File: config.mk
export PLATFORM = sky130hd
export DESIGN_NAME = bus_arb
export DESIGN_NICKNAME = d
export VERILOG_FILES = /design/src/rtl/bus_arb.sv
export SDC_FILE = /design/constraint.sdc
export NUM_CORES = 1
export LEC_CHECK = 0
export BUFFER_PORTS_ARGS = -buffer_cell sky130_fd_sc_hd__clkbuf_2
export CORE_MARGIN = 2
export CORE_UTILIZATION = 29
export CTS_CLUSTER_DIAMETER = 60
export DETAILED_ROUTE_END_ITERATION = 7
export SYNTH_ARGS = -nofsm -noshare
export SYNTH_HDL_FRONTEND = slang
export SYNTH_SLANG_ARGS = --single-unit
File: constraint.sdc
create_clock -name sys_clk -period 7.5 [get_ports sys_clk]
set_input_delay 0.375 -clock sys_clk [delete_from_list [all_inputs] [get_ports sys_clk]]
set_output_delay 0.375 -clock sys_clk [all_outputs]
set_load 0.05 [all_outputs]
File: src/rtl/bus_arb.sv
// Round-robin arbiter for one shared resource: level req/gnt handshake, burst limit,
// owner lock and a one-cycle gap between owners. Optional lock timeout under ARB_TIMEOUT_EN.
module bus_arb #(
    parameter int NREQ  = 4,
    parameter int IDW   = 2,
    parameter int CNT_W = 8
) (
    input  logic             sys_clk,
    input  logic             resl,
    input  logic [NREQ-1:0]  req,
    input  logic [NREQ-1:0]  lock,
    input  logic [CNT_W-1:0] burst_max,
    input  logic [CNT_W-1:0] tmo_max,
    input  logic             err_clr,
    output logic [NREQ-1:0]  gnt,
    output logic [IDW-1:0]   gnt_id,
    output logic             busy,
    output logic             preempt,
    output logic             err
);

    localparam logic [1:0] ST_IDLE  = 2'd0;
    localparam logic [1:0] ST_GRANT = 2'd1;
    localparam logic [1:0] ST_GAP   = 2'd2;

    logic [1:0]       state_q, state_d;
    logic [NREQ-1:0]  gnt_q, gnt_d;
    logic [IDW-1:0]   gnt_id_q, gnt_id_d;
    logic [IDW-1:0]   last_q, last_d;
    logic [CNT_W-1:0] count_q, count_d;
    logic             preempt_q, preempt_d;

    // Candidate k is the requester k+1 places after the last owner, wrapped modulo NREQ.
    logic [IDW-1:0]  cand [NREQ];
    logic [NREQ-1:0] cand_req;

    generate
        for (genvar gi = 0; gi < NREQ; gi++) begin : g_cand
            logic [IDW:0] sum;
            assign sum          = {1'b0, last_q} + (IDW+1)'(gi + 1);
            assign cand[gi]     = (sum >= (IDW+1)'(NREQ)) ? IDW'(sum - (IDW+1)'(NREQ))
                                                          : sum[IDW-1:0];
            assign cand_req[gi] = req[cand[gi]];
        end
    endgenerate

    logic           win_found;
    logic [IDW-1:0] win_id;

    always_comb begin
        win_found = 1'b0;
        win_id    = '0;
        for (int k = 0; k < NREQ; k++) begin
            if (!win_found && cand_req[k]) begin
                win_found = 1'b1;
                win_id    = cand[k];
            end
        end
    end

    logic [CNT_W:0] count_inc;
    logic           req_own;
    logic           lock_own;
    logic           others;
    logic           burst_hit;
    logic           tmo_hit;

    assign count_inc = {1'b0, count_q} + {{CNT_W{1'b0}}, 1'b1};
    assign req_own   = req[gnt_id_q];
    assign lock_own  = lock[gnt_id_q];
    assign others    = |(req & ~gnt_q);
    assign burst_hit = (burst_max != '0) && (count_inc >= {1'b0, burst_max})
                       && others && !lock_own;

`ifdef ARB_TIMEOUT_EN
    assign tmo_hit = lock_own && (tmo_max != '0) && (count_inc >= {1'b0, tmo_max}) && others;
`else
    assign tmo_hit = 1'b0;
`endif

    always_comb begin
        state_d   = state_q;
        gnt_d     = gnt_q;
        gnt_id_d  = gnt_id_q;
        last_d    = last_q;
        count_d   = count_q;
        preempt_d = 1'b0;
        case (state_q)
            ST_GRANT: begin
                if (!req_own) begin
                    state_d = ST_GAP;
                    gnt_d   = '0;
                    count_d = '0;
                end else if (burst_hit || tmo_hit) begin
                    state_d   = ST_GAP;
                    gnt_d     = '0;
                    count_d   = '0;
                    preempt_d = 1'b1;
                end else if (count_q != '1) begin
                    count_d = count_inc[CNT_W-1:0];
                end
            end
            default: begin
                // IDLE and GAP arbitrate identically; GAP simply lasts one cycle.
                count_d = '0;
                if (win_found) begin
                    state_d  = ST_GRANT;
                    gnt_d    = {{(NREQ-1){1'b0}}, 1'b1} << win_id;
                    gnt_id_d = win_id;
                    last_d   = win_id;
                end else begin
                    state_d = ST_IDLE;
                    gnt_d   = '0;
                end
            end
        endcase
    end

    always_ff @(posedge sys_clk or negedge resl) begin
        if (!resl) begin
            state_q   <= ST_IDLE;
            gnt_q     <= '0;
            gnt_id_q  <= '0;
            last_q    <= IDW'(NREQ - 1);
            count_q   <= '0;
            preempt_q <= 1'b0;
        end else begin
            state_q   <= state_d;
            gnt_q     <= gnt_d;
            gnt_id_q  <= gnt_id_d;
            last_q    <= last_d;
            count_q   <= count_d;
            preempt_q <= preempt_d;
        end
    end

`ifdef ARB_TIMEOUT_EN
    logic err_q, err_d;

    always_comb begin
        err_d = err_q;
        if (err_clr)
            err_d = 1'b0;
        if (state_q == ST_GRANT && req_own && tmo_hit)
            err_d = 1'b1;
    end

    always_ff @(posedge sys_clk or negedge resl) begin
        if (!resl)
            err_q <= 1'b0;
        else
            err_q <= err_d;
    end

    assign err = err_q;
`else
    logic unused_tmo;
    assign unused_tmo = ^{tmo_max, err_clr};
    assign err        = 1'b0;
`endif

    assign gnt     = gnt_q;
    assign gnt_id  = gnt_id_q;
    assign busy    = (state_q == ST_GRANT);
    assign preempt = preempt_q;

endmodule

# [After elaboration in Yosys (flattened, before gate mapping)]
# Index checks and enable logic that the tools add are counted.
[word_totals] output_inout_bits=9 elab_cells=85 ff_bits=19
[classes] eq_ne=4 addsub=9 n_shift=1 order_cmp=10 reduce_logical=13 n_mux=39 n_bitwise=3
[ops] op="$mux 8" count=4
[ops] op="$mux 2" count=11
[ops] op="$mux 4" count=4
[ops] op="$lt 2x3->1 const B" count=5
[ops] op="$mux 1" count=14
[ops] op="$bmux 1 s2" count=6
[ops] op="$ge 3x3->1 const B" count=4
[ops] op="$add 8x1->9 const B" count=1
[ops] op="$ge 9x8->1" count=1
[ops] op="$ne 8x8->1 const B" count=1
[ops] op="$reduce_bool 8->1" count=1
[ops] op="$sub 2x1->2 const B" count=4
[ops] op="$add 2x2->3 const B" count=2
[ops] op="$logic_and 1x1->1" count=6
[ops] op="$and 4x4->4" count=1
[ops] op="$logic_not 1->1" count=4
[ops] op="$ne 4x2->1 const B" count=1
[ops] op="$not 4->4" count=1
[ops] op="$reduce_or 4->1" count=1
[ops] op="$shl 1x2->4 const A" count=1
[ops] op="$add 2x1->3 const B" count=1
[ops] op="$add 2x3->3 const B" count=1
[ops] op="$ne 3x2->1 const B" count=1
[ops] op="$eq 2x1->1 const B" count=1
[ops] op="2 further kinds" count=2

# [Depth between registers and ports, before layout]
[logic_depth] depth_word=18 depth_mapped=11 mapped_depth_nobuf=10

# [Worst setup path after synthesis]
# No wires, ideal clock.
[synth_timing] path_type="reg-to-reg" startpoint="reg count_q[0]" endpoint="reg count_q[2]" path_stages_with_launch=12 setup_time_ps=65 t_arrival_ps=2314 path_slack_ps=5121 synth_period_minus_slack_ps=2379 path_cell_list="dfrtp_1 ha_1 nand4_1 nor2_1 xor2_1 ha_1 and3_1 a221oi_1 o21a_1 a21o_1 buf_6 o211a_1"
[synth_via] elab_chain_len=8 elab_cells_between_ends=11 classes_between="1 x add/sub; 1 x order compare; 2 x eq/ne; 4 x mux; 3 x reduce/logical"
[synth_rtl] element="from (decl)" line_no="30" source="logic [CNT_W-1:0] count_q, count_d;"
[synth_rtl] element="from (signal assigned)" line_no="132" source="count_q <= count_d;"
[synth_rtl] element="$add 8x1->9" line_no="68" source="assign count_inc = {1'b0, count_q} + {{CNT_W{1'b0}}, 1'b1};"
[synth_rtl] element="$ge 9x8->1" line_no="72" source="assign burst_hit = (burst_max != '0) && (count_inc >= {1'b0, burst_max})"
[synth_rtl] element="$logic_and 1x1->1" line_no="72"
[synth_rtl] element="$logic_and 1x1->1 (2 in series)" line_no="73" source="&& others && !lock_own;"
[synth_rtl] element="$mux 8" line_no="94" source="end else if (burst_hit || tmo_hit) begin"
[synth_rtl] element="$mux 8" line_no="90" source="if (!req_own) begin"
[synth_rtl] element="$mux 8" line_no="88" source="case (state_q)"
# Parallel ways exist; a longest one is shown, timed or not. The select of a mux whose other input is x is not followed.
# A chain may end at the register's enable or synchronous reset.

# [Worst setup path in the final report]
[layout_timing] startpoint="reg count_q[0]" endpoint="reg gnt_q[3] (netlist: gnt[3])"
[layout_via] elab_chain_len=6
[layout_rtl] element="$add 8x1->9" line_no="68"
[layout_rtl] element="$ge 9x8->1" line_no="72"
[layout_rtl] element="$logic_and 1x1->1" line_no="72"
[layout_rtl] element="$logic_and 1x1->1 (2 in series)" line_no="73"
[layout_rtl] element="$ne 3x2->1 (no line)"
[layout_rtl] element="to (signal assigned)" line_no="129" source="gnt_q <= gnt_d;"
[layout_rtl] element="to (decl)" line_no="27" source="logic [NREQ-1:0] gnt_q, gnt_d;"
# No other way between the ends.

==> impl_metrics.tcl <==
set metrics [dict create \
    cts_setup_buffers 0 \
    rsz0062_at_grt "no" \
    r2r_cells 10 \
    grt.overflow.total 0 \
    total_leakage_power_nw 0.8137 \
    internal_power_uw 252.3 \
    cts_hold_buf 0 \
    slew_violations 0 \
    diodes 0 \
    final_cell_area_sq_um 1453 \
    rows 23 \
    synth_compound_area_share_pct 21.35 \
    worstHoldPathType "input pin to async pin" \
    fin_skew_ns 0.0007465 \
    ys_types 39 \
    drt-wirelength-per-cell_um 13.66 \
    tns_ns 0 \
    grt_usage_pct 11.84 \
    outcome "finished clean" \
    fin_crit_sh_pct 37.32 \
    grt_pass1_vias 1026 \
    dp_hpwl_um 2219 \
    cts_tree "built" \
    synth_nets 164 \
    r2r_end "gnt[3]$_DFFE_PN0P_" \
    fp.dieArea_sq_um 4824 \
    htree_levels 1 \
    die_y_um 69.46 \
    clk_latency_ns 0.25 \
    area_growth_syn_to_layout_pct 16.92 \
    route.vias.total 1073 \
    core_sq_um 4058 \
    synth_top_family_by_area "compound AO/OA/AOI/OAI gates" \
    p_sw_uw 218.4 \
    synthMuxAreaShare_pct 3.625 \
    die_w_um 69.46 \
    cts-root-buf "clkbuf_8" \
    fmax_mhz 357.2 \
    wl_um 2787 \
    synth_top_area_share_pct 34.24 \
    gp_congestion 0.8626 \
    floorplan.initialDensity_pct 30.62 \
    grt_pass1_wl_um 4740 \
    synth-main-ff-cell "dfrtp_1" \
    yosys_warnings 0 \
    setup_viol 0 \
    drc 0 \
    final.setup.worst_slack_ns 4.701 \
    cp.required_ns 7.68 \
    crit_arrival_ns 2.98 \
    synthMostInstantiatedCell "dfrtp_1" \
    cp-start-kind "flop" \
    numPortBuffers 25 \
    crit_path_max_fanout 12 \
    synthArstFlopShare_pct 100.0 \
    synth_area_leaders "dfrtp_1 34%, ha_1 9.1%, a21o_1 6.0%, nor2_1 4.8%, dfstp_2 4.2%" \
    cp-end-kind "flop" \
    dpl_cell_area_sq_um 1408 \
    ys_ff_latch 19 \
    synthXorXnorAreaFrac_pct 4.230 \
    synth_area_leader_cell "dfrtp_1" \
    cts_buffer_depth 2 \
    slew_headroom_pct 28.30 \
    multi_input_area_sq_um 704.4 \
    synth-simple-area-share_pct 18.13 \
    power_density_nw_per_um2 324.0 \
    nNetsFinal 191 \
    crit_path_start "count_q[0]$_DFFE_PN0P_" \
    fill_cells 408 \
    vias_per_cell 5.260 \
    min_period_ns 2.799 \
    switching_share_pct 46.40 \
    synthTopCellsByCount "17 x dfrtp_1, 16 x nor2_1, 10 x a21o_1, 10 x inv_1, 9 x ha_1" \
    peakVddDrop_uv 287.7 \
    grt_antenna_before_repair 0 \
    yosysSeqAreaShare_pct 38.47 \
    fin_util_pct 35.80 \
    cts_resized 0 \
    clockPowerShare_pct 14.6 \
    worst_pin_slew_ns 1.062 \
    regArea_sq_um 478.0 \
    power_frac_seq_pct 35.4 \
    synthAdderAreaFrac_pct 9.063 \
    cap_viol_max_count 0 \
    avgSynthCellArea_sq_um 9.707 \
    drt_iter0_drc 42 \
    place_inst 200 \
    synthCells 128 \
    drt.antenna.violating_nets 0 \
    crit_path_end "gnt[3]$_DFFE_PN0P_" \
    dp_slack_ns 4.670 \
    synth_area_sq_um 1242 \
    r2r_start "count_q[0]$_DFFE_PN0P_" \
    cts_buffers 3 \
    fin_cells 204 \
    p_comb_share_pct 50.0 \
    crit_type "flop to flop" \
    first_pass_iters 4 \
    io_pins 36 \
    clock_sinks 19 \
    grt_max_degree 20 \
    finalHoldViolCount 0 \
    clk_pin_slew_ns 0.07 \
    reg2reg_slack_ns 4.70 \
    drive_gt1_share_pct 21.43 \
    synth_edf_count 0 \
]
[worst max-delay path: stages (launching register included)]
cell and delay [ns]:
dfrtp_1 0.43, ha_1 0.23, nand4_1 0.17, nor2_1 0.17, xor2_1 0.24, ha_1 0.29, and3_1 0.18, a221oi_1 0.26
o21a_1 0.18, a21o_1 0.36, a32o_1 0.22
[stage by stage]
stage / total power, mW / hold slack [ns]
6_report: 0.4707 / 0.07168
3_5_place_dp: 0.4048 / 0.3539
2_1_floorplan: 0.3429 / 0.07941
3_3_place_gp: 0.3972 / 0.3364
4_1_cts: 0.4758 / 0.08366
5_1_grt: 0.5054 / 0.1067
[flip-flops by register name, summed over array words and instances, names as in the netlist]
| register | flops |
|---|---|
| count_q | 8 |
| gnt | 4 |
| gnt_id | 2 |
| last_q | 2 |
| state_q | 2 |
| preempt | 1 |
[worst min path at each step]
stage / startpoint / endpoint / slack (ns) / cells after the start
5_1_grt: resl / gnt[1]$_DFFE_PN0P_ / 0.11 / 1
6_report: resl / gnt_id[0]$_DFFE_PN0P_ / 0.07 / 1
3_3_place_gp: resl / gnt_id[0]$_DFFE_PN0P_ / 0.34 / 1
4_1_cts: resl / gnt_id[0]$_DFFE_PN0P_ / 0.08 / 1
2_1_floorplan: resl / count_q[0]$_DFFE_PN0P_ / 0.08 / 0
3_5_place_dp: resl / gnt_id[0]$_DFFE_PN0P_ / 0.35 / 1
[cells by family after synthesis]
group	after synthesis
multiplexers	2
AO/OA/AOI/OAI	33
AND/OR/NAND/NOR	45
XOR/XNOR	6
buffers and inverters	13
other	1
flip-flops	19
adder cells (fa/ha/maj)	9
[area by class of cell]
type | count | area share (%)
clock buffer | 4 | 3.101
inverter | 10 | 2.584
multi-input combinational | 96 | 48.49
sequential | 19 | 32.90
tap | 50 | 4.307
timing repair buffer | 25 | 8.613
[power by group through the flow]
stage	sequential, mW	clock, mW	combinational (mW)
finish	0.166	0.0688	0.235
CTS	0.167	0.0715	0.237
floorplan	0.218	0	0.125
global placement	0.167	0	0.230
detailed placement	0.169	0	0.236
global route	0.172	0.0769	0.256
[placed cells by master, fill, tap and decap left out, drive strengths merged, types with 3 or more instances in the layout]
master	count
o211a	5
inv	10
xnor2	3
o22ai	3
nor2	16
ha	9
nand3	5
clkbuf	29
dfrtp	17
nand2b	3
nor2b	6
a21o	10
xor2	3
nand2	4
[per-layer routing]
metal | global-route usage (%) | share of wire (%) | vias up
met3 | 1.308 | 5.1 | 2
li1 | - | - | 520
met1 | 15.96 | 48 | 517
met4 | 2.614 | 0.36 | 0
met5 | 0 | 0 | -
met2 | 20.41 | 47 | 34
Power figures use the tool's default switching activity.
